**config.mk**
```make
export PLATFORM = sky130hd
export DESIGN_NAME = mem_bus_arbiter_flat
export DESIGN_NICKNAME = d
export VERILOG_FILES = /design/src/rtl/mem_bus_arbiter_if.sv /design/src/rtl/mem_bus_arbiter.sv /design/src/flat_wrapper.sv
export SDC_FILE = /design/constraint.sdc
export NUM_CORES = 1
export LEC_CHECK = 0
export BUFFER_PORTS_ARGS = -buffer_cell sky130_fd_sc_hd__buf_2
export CORE_AREA = 2 2 117 119
export CTS_BUF_LIST = sky130_fd_sc_hd__clkbuf_4 sky130_fd_sc_hd__clkbuf_8
export DETAILED_ROUTE_END_ITERATION = 10
export DIE_AREA = 0 0 119 121
export PLACE_DENSITY = 0.81
export SLEW_MARGIN = 20
export SYNTH_ARGS = -nofsm -noshare
export SYNTH_HDL_FRONTEND = slang
export SYNTH_SLANG_ARGS = --single-unit
```
**constraint.sdc**
```tcl
create_clock -name clk -period 1.7 [get_ports clk]
set_input_delay 0.255 -clock clk [delete_from_list [all_inputs] [get_ports clk]]
set_output_delay 0.255 -clock clk [all_outputs]
set_load 0.02 [all_outputs]
```
**src/rtl/mem_bus_arbiter_if.sv**
```systemverilog
// Bundles the fetch, data and memory handshakes of the shared memory port.
// master: the arbiter's view. slave: the view of the requesters and memory
// that surround it.
interface mem_bus_arbiter_if #(
    parameter int ADDR_W = 32,
    parameter int DATA_W = 32
);
    logic              im_req;
    logic [ADDR_W-1:0] im_addr;
    logic [DATA_W-1:0] im_inst;
    logic              im_ack;

    logic              dm_req;
    logic              dm_we;
    logic [ADDR_W-1:0] dm_addr;
    logic [DATA_W-1:0] dm_wdata;
    logic [DATA_W-1:0] dm_rdata;
    logic              dm_ack;

    logic              mem_req;
    logic              mem_we;
    logic [ADDR_W-1:0] mem_addr;
    logic [DATA_W-1:0] mem_wdata;
    logic [DATA_W-1:0] mem_rdata;
    logic              mem_ack;

    logic              bus_err;

    modport master (
        input  im_req, im_addr,
        input  dm_req, dm_we, dm_addr, dm_wdata,
        input  mem_rdata, mem_ack,
        output im_inst, im_ack,
        output dm_rdata, dm_ack,
        output mem_req, mem_we, mem_addr, mem_wdata,
        output bus_err
    );

    modport slave (
        output im_req, im_addr,
        output dm_req, dm_we, dm_addr, dm_wdata,
        output mem_rdata, mem_ack,
        input  im_inst, im_ack,
        input  dm_rdata, dm_ack,
        input  mem_req, mem_we, mem_addr, mem_wdata,
        input  bus_err
    );
endinterface

```
**src/rtl/mem_bus_arbiter.sv**
```systemverilog
// Shares one memory port between instruction fetch (IM) and data access (DM).
// The winner's request is latched and held on the memory side until mem_ack,
// then a one-cycle ack with the read data goes back to the winner. A watchdog
// closes any transfer the memory leaves unanswered and flags it on bus_err.
//
// state | meaning
// IDLE  | no transfer open; arbitrate on the next request seen
// XFER  | mem_req held with frozen address/data; waiting for mem_ack or timeout
// RESP  | winner's ack (and bus_err on timeout) high for this one cycle
module mem_bus_arbiter #(
    parameter int ADDR_W  = 32,
    parameter int DATA_W  = 32,
    parameter int TIMEOUT = 16
) (
    input  logic              clk,
    input  logic              rst,
    mem_bus_arbiter_if.master bus
);
    localparam int               CNT_W    = $clog2(TIMEOUT);
    localparam logic [CNT_W-1:0] CNT_LAST = CNT_W'(TIMEOUT - 1);

    typedef enum logic [1:0] {IDLE, XFER, RESP} state_t;

    state_t             state_q, state_d;
    logic               grant_dm_q, grant_dm_d;
    logic               last_dm_q, last_dm_d;
    logic [CNT_W-1:0]   cnt_q, cnt_d;
    logic               mem_req_q, mem_req_d;
    logic               mem_we_q, mem_we_d;
    logic [ADDR_W-1:0]  mem_addr_q, mem_addr_d;
    logic [DATA_W-1:0]  mem_wdata_q, mem_wdata_d;
    logic [DATA_W-1:0]  im_inst_q, im_inst_d;
    logic [DATA_W-1:0]  dm_rdata_q, dm_rdata_d;
    logic               im_ack_q, im_ack_d;
    logic               dm_ack_q, dm_ack_d;
    logic               bus_err_q, bus_err_d;
    logic               pick_dm;

    // DM wins contention unless it won the previous grant, so both sides alternate.
    assign pick_dm = bus.dm_req && (!bus.im_req || !last_dm_q);

    // Next state and next value of every registered output.
    always_comb begin
        state_d     = state_q;
        grant_dm_d  = grant_dm_q;
        last_dm_d   = last_dm_q;
        cnt_d       = cnt_q;
        mem_req_d   = mem_req_q;
        mem_we_d    = mem_we_q;
        mem_addr_d  = mem_addr_q;
        mem_wdata_d = mem_wdata_q;
        im_inst_d   = im_inst_q;
        dm_rdata_d  = dm_rdata_q;
        im_ack_d    = 1'b0;
        dm_ack_d    = 1'b0;
        bus_err_d   = 1'b0;

        case (state_q)
            IDLE: begin
                if (bus.im_req || bus.dm_req) begin
                    grant_dm_d  = pick_dm;
                    last_dm_d   = pick_dm;
                    mem_addr_d  = pick_dm ? bus.dm_addr : bus.im_addr;
                    mem_we_d    = pick_dm && bus.dm_we;
                    mem_wdata_d = pick_dm ? bus.dm_wdata : '0;
                    mem_req_d   = 1'b1;
                    cnt_d       = '0;
                    state_d     = XFER;
                end
            end
            XFER: begin
                if (bus.mem_ack) begin
                    if (grant_dm_q) dm_rdata_d = bus.mem_rdata;
                    else            im_inst_d  = bus.mem_rdata;
                    im_ack_d  = !grant_dm_q;
                    dm_ack_d  = grant_dm_q;
                    mem_req_d = 1'b0;
                    state_d   = RESP;
                end else if (cnt_q == CNT_LAST) begin
                    if (grant_dm_q) dm_rdata_d = '0;
                    else            im_inst_d  = '0;
                    im_ack_d  = !grant_dm_q;
                    dm_ack_d  = grant_dm_q;
                    bus_err_d = 1'b1;
                    mem_req_d = 1'b0;
                    state_d   = RESP;
                end else begin
                    cnt_d = cnt_q + CNT_W'(1);
                end
            end
            RESP: begin
                state_d = IDLE;
            end
            default: begin
                state_d   = IDLE;
                mem_req_d = 1'b0;
            end
        endcase
    end

    // State and output registers; reset drops an open transfer without an ack.
    always_ff @(posedge clk or negedge rst) begin
        if (!rst) begin
            state_q     <= IDLE;
            grant_dm_q  <= 1'b0;
            last_dm_q   <= 1'b0;
            cnt_q       <= '0;
            mem_req_q   <= 1'b0;
            mem_we_q    <= 1'b0;
            mem_addr_q  <= '0;
            mem_wdata_q <= '0;
            im_inst_q   <= '0;
            dm_rdata_q  <= '0;
            im_ack_q    <= 1'b0;
            dm_ack_q    <= 1'b0;
            bus_err_q   <= 1'b0;
        end else begin
            state_q     <= state_d;
            grant_dm_q  <= grant_dm_d;
            last_dm_q   <= last_dm_d;
            cnt_q       <= cnt_d;
            mem_req_q   <= mem_req_d;
            mem_we_q    <= mem_we_d;
            mem_addr_q  <= mem_addr_d;
            mem_wdata_q <= mem_wdata_d;
            im_inst_q   <= im_inst_d;
            dm_rdata_q  <= dm_rdata_d;
            im_ack_q    <= im_ack_d;
            dm_ack_q    <= dm_ack_d;
            bus_err_q   <= bus_err_d;
        end
    end

    assign bus.mem_req   = mem_req_q;
    assign bus.mem_we    = mem_we_q;
    assign bus.mem_addr  = mem_addr_q;
    assign bus.mem_wdata = mem_wdata_q;
    assign bus.im_inst   = im_inst_q;
    assign bus.im_ack    = im_ack_q;
    assign bus.dm_rdata  = dm_rdata_q;
    assign bus.dm_ack    = dm_ack_q;
    assign bus.bus_err   = bus_err_q;
endmodule

```
**src/flat_wrapper.sv**
```systemverilog
// flat-port wrapper written by rule: the top's interface ports become plain ports
module mem_bus_arbiter_flat 
#(
    parameter int ADDR_W  = 32,
    parameter int DATA_W  = 32,
    parameter int TIMEOUT = 16
)
  (clk, rst, bus_im_req, bus_im_addr, bus_dm_req, bus_dm_we, bus_dm_addr, bus_dm_wdata, bus_mem_rdata, bus_mem_ack, bus_im_inst, bus_im_ack, bus_dm_rdata, bus_dm_ack, bus_mem_req, bus_mem_we, bus_mem_addr, bus_mem_wdata, bus_bus_err);
  mem_bus_arbiter_if #(.ADDR_W(ADDR_W), .DATA_W(DATA_W)) bus_i ();
  input  logic clk;
  input  logic rst;
  input wire logic [$bits(bus_i.im_req)-1:0] bus_im_req;
  input wire logic [$bits(bus_i.im_addr)-1:0] bus_im_addr;
  input wire logic [$bits(bus_i.dm_req)-1:0] bus_dm_req;
  input wire logic [$bits(bus_i.dm_we)-1:0] bus_dm_we;
  input wire logic [$bits(bus_i.dm_addr)-1:0] bus_dm_addr;
  input wire logic [$bits(bus_i.dm_wdata)-1:0] bus_dm_wdata;
  input wire logic [$bits(bus_i.mem_rdata)-1:0] bus_mem_rdata;
  input wire logic [$bits(bus_i.mem_ack)-1:0] bus_mem_ack;
  output wire logic [$bits(bus_i.im_inst)-1:0] bus_im_inst;
  output wire logic [$bits(bus_i.im_ack)-1:0] bus_im_ack;
  output wire logic [$bits(bus_i.dm_rdata)-1:0] bus_dm_rdata;
  output wire logic [$bits(bus_i.dm_ack)-1:0] bus_dm_ack;
  output wire logic [$bits(bus_i.mem_req)-1:0] bus_mem_req;
  output wire logic [$bits(bus_i.mem_we)-1:0] bus_mem_we;
  output wire logic [$bits(bus_i.mem_addr)-1:0] bus_mem_addr;
  output wire logic [$bits(bus_i.mem_wdata)-1:0] bus_mem_wdata;
  output wire logic [$bits(bus_i.bus_err)-1:0] bus_bus_err;
  assign bus_i.im_req = bus_im_req;
  assign bus_i.im_addr = bus_im_addr;
  assign bus_i.dm_req = bus_dm_req;
  assign bus_i.dm_we = bus_dm_we;
  assign bus_i.dm_addr = bus_dm_addr;
  assign bus_i.dm_wdata = bus_dm_wdata;
  assign bus_i.mem_rdata = bus_mem_rdata;
  assign bus_i.mem_ack = bus_mem_ack;
  assign bus_im_inst = bus_i.im_inst;
  assign bus_im_ack = bus_i.im_ack;
  assign bus_dm_rdata = bus_i.dm_rdata;
  assign bus_dm_ack = bus_i.dm_ack;
  assign bus_mem_req = bus_i.mem_req;
  assign bus_mem_we = bus_i.mem_we;
  assign bus_mem_addr = bus_i.mem_addr;
  assign bus_mem_wdata = bus_i.mem_wdata;
  assign bus_bus_err = bus_i.bus_err;
  mem_bus_arbiter #(.ADDR_W(ADDR_W), .DATA_W(DATA_W), .TIMEOUT(TIMEOUT)) u_core (.clk(clk), .rst(rst), .bus(bus_i));
endmodule
```
==> results by group <==
Clock network
  • CTS Buffer Depth: 2
  • CTS buffer count: 17
  • Clock-pin slew on the worst setup and hold paths: 0.08 ns
  • Post-CTS Resized: 0
  • TritonCTS clock tree: built
  • Root Buffer Master: clkbuf_8
  • Buffer count from post-CTS setup fixing: 0
  • CTS sink cnt: 140
  • H-tree depth: 4
  • Clock Latency Late Sink: 0.44 ns
  • Hold_buf cts: 14

STA
  • Clk_skew: 0.01056 ns
  • Setup TNS after final layout: 0 ns
  • Min Tclk post-route: 1.615 ns
  • Unrepaired setup endpoints after global routing: false
  • # setup viols final: 0
  • Max Clock Freq: 619.1 MHz
  • Slew Limit Fails: 0
  • Hold slack: 0.04252 ns
  • Final period util: 95.01%
  • Slew HR: 57.36%
  • Final Hold Fails: 0
  • Actual slew at the worst max-slew pin: 0.6397 ns
  • Fin worst setup slack: 0.08478 ns

Floorplanning
  • DIE WIDTH: 119 microns
  • Total die area: 14400 sq um
  • Initial Utilization: 42.14%
  • Chip height: 121 microns
  • # rows: 42
  • Core area: 13090 sq um
  • Num ports: 267

Power and ir drop
  • Peak supply drop: 1.131 mV
  • Lkg Pwr: 3.947 nW
  • Power Dens Cells: 1987 nW/um^2
  • Clock share of power: 19.2%
  • Combinational power share: 43.5%
  • Power share of the sequential group: 37.2%
  • Cell internal pwr: 9.158 mW
  • P_sw: 6.217 mW
  • Sw Ratio: 40.44%

Worst hold path
  • Worst hold endpoint: u_core.bus.mem_wdata[1]$_DFFE_PN0P_
  • Tightest Hold Check Type: in2reg
  • WHS Path Cells: 2
  • Hold_sp: bus_dm_wdata[1]

Drt
  • Number of vias per cell: 5.448
  • DRT Wirelength: 15.51 mm
  • Remaining DRCs: 0
  • Initial DRC count: 436
  • Routed length per instance: 17.63 microns
  • First-pass iteration count of the detailed router: 4
  • Antenna viol nets, final: 0
  • Vias: 4794

Synth
  • Number of enable flip-flop cells after synthesis: 0
  • Yosys top cell area share: 63.54%
  • Area of the mapped netlist: 5514 sq um
  • FF+latch count, synth: 140
  • Cells after Synth: 413
  • Synth async-reset ratio: 100.0%
  • Yosys cell types: 33
  • Largest cells by area after synthesis: dfrtp_1, a32o_1, o21ai_0
  • Post-Syn Area per Cell: 13.35 sq um
  • Cell taking the most area after synthesis: dfrtp_1
  • Yosys warning count: 0
  • Sequential area share after synthesis: 63.54%
  • Ys flop type: dfrtp_1
  • Syn nets: 548

Layout
  • Nets: 826
  • ANT cells: 0
  • Layout cell share with drive strength beyond 1: 46.45%
  • Final-layout fill cell count: 1057
  • Area Overhead vs Synth: 40.30%
  • Non-filler instance count after layout: 880

Placed design
  • Placement Setup Slack: 0.09912 ns
  • PortBufs: 266
  • GP Congestion: 0.7857
  • Placed instance count: 833
  • Detailed Place HPWL: 10.90 mm

Worst setup path
  • CP arrival: 1.94 ns
  • Crit path max fanout: 46
  • Reg-to-Reg Start: u_core.state_q[0]$_DFFE_PN0P_
  • Setup CP Type: reg2reg
  • RR Endpoint: u_core.bus.mem_wdata[7]$_DFFE_PN0P_
  • Startpoint types: register
  • Crit path capture type: register
  • Worst reg2reg path depth: 4
  • Flop2flop setup slack: 0.08 ns
  • WP data required: 2.02 ns

Global routing
  • GR Overflow Total: 0
  • First-pass GRT wire length: 24.31 mm
  • Largest net degree at the start of global routing: 65
  • Vias in the first global route: 4852
  • Initial antenna violation count: 0
  • Total track usage: 21.70%

Run
  • # Max-Cap Violations: 0

Status
  • Status: complete, no violations
-- cells by family (layout without fill, tap and decap cells) --
group                    after synthesis  count (layout)  synth area share [%]
adder cells (fa/ha/maj)                1               1                0.2269
AO/OA/AOI/OAI                        173             173                 24.17
AND/OR/NAND/NOR                       22              22                 2.474
buffers and inverters                 45             336                 3.789
flip-flops                           140             140                 63.54
multiplexers                          32              32                 5.809
-- layout make-up --
cell class,instances,area (sq um),share of cell area (%)
flip-flops and latches,140,3503,45.29
multi-input cells,228,1824,23.58
repair buffers,302,1733,22.40
clock buffers,20,262.8,3.396
well taps,176,220.2,2.847
clock inverters,12,185.2,2.394
inverters,2,7.507,0.09704
-- sequential cells by signal, summed over array words and instances, names as in the netlist --
name	count
u_core.bus.mem_wdata	32
u_core.bus.mem_req	1
u_core.bus.im_inst	32
u_core.bus.dm_rdata	32
u_core.cnt_q	4
u_core.bus.mem_addr	32
u_core.bus.dm_ack	1
u_core.bus.bus_err	1
u_core.bus.mem_we	1
u_core.grant_dm_q	1
u_core.state_q	2
u_core.bus.im_ack	1
-- cell usage after synthesis, types with 3 or more instances --
library cell    n
dfrtp_1       140
o21ai_0        66
a32o_1         64
a22o_1         33
mux2i_1        32
clkbuf_1       31
buf_2           8
buf_6           4
nand2_1         3
nor2_1          3
-- per-layer routing --
layer	global-route usage [%]	up-vias	wire length [microns]	part of all wire [%]
met4	8.259	0	340	2.2
met5	0	-	0	0
met2	37.32	261	7874	51
met1	26.24	2340	6156	40
li1	-	2164	-	-
met3	5.686	29	1137	7.3
-- how the worst max path moves through the flow --
| stage | to | start | depth (start not counted) | slack [ns] |
|---|---|---|---|---|
| after floorplan | u_core.bus.mem_wdata[16]$_DFFE_PN0P_ | u_core.state_q[0]$_DFFE_PN0P_ | 7 | 0.009 |
| after global placement | u_core.bus.mem_wdata[5]$_DFFE_PN0P_ | u_core.state_q[0]$_DFFE_PN0P_ | 4 | 0.15 |
| after detailed placement | u_core.bus.mem_wdata[7]$_DFFE_PN0P_ | u_core.state_q[0]$_DFFE_PN0P_ | 4 | 0.1 |
| after CTS | u_core.bus.mem_wdata[20]$_DFFE_PN0P_ | u_core.state_q[0]$_DFFE_PN0P_ | 4 | 0.09 |
| after global routing | u_core.bus.mem_wdata[23]$_DFFE_PN0P_ | u_core.state_q[0]$_DFFE_PN0P_ | 4 | 0.001 |
| final | u_core.bus.mem_wdata[7]$_DFFE_PN0P_ | u_core.state_q[0]$_DFFE_PN0P_ | 4 | 0.08 |
-- placed cells by master, fill, tap and decap left out, types with 2 or more instances in the layout --
cell type,instances
buf_2,265
dfrtp_1,140
o21ai_0,66
a32o_1,64
a22o_1,33
mux2i_1,32
clkbuf_8,18
dlygate4sd3_1,15
buf_4,14
buf_12,7
bufinv_16,4
nand2_1,3
clkinv_4,3
inv_6,3
nand3_1,2
nor2_1,2
and3b_1,2
inv_1,2
or2_2,2
a21oi_1,2
a31o_1,2
clkbuf_4,2
-- critical path: stages (launching register included) --
cell	delay, ns
dfrtp_1	0.44
or2_1	0.27
or2_2	0.34
buf_12	0.18
a22o_1	0.26
-- through the flow --
stage / total power, mW / instance area [sq um] / util (%)
2_1_floorplan: 9.842 / 5514 / -
5_1_grt: 16.24 / 7736 / 59.12
4_1_cts: 15.48 / 7726 / 59.05
3_5_place_dp: 12.45 / 7138 / 54.55
3_3_place_gp: 12.19 / 7138 / 54.55
6_report: 15.37 / 7736 / 59.12
-- power groups by stage --
stage | registers (mW) | clock network [mW] | logic (mW)
final | 5.73 | 2.96 | 6.69
after global routing | 5.89 | 3.20 | 7.16
after CTS | 5.71 | 3.04 | 6.73
after detailed placement | 5.74 | 0 | 6.72
after global placement | 5.69 | 0 | 6.49
after floorplan | 7.43 | 0 | 2.41
(Power assumes the default switching activity.)
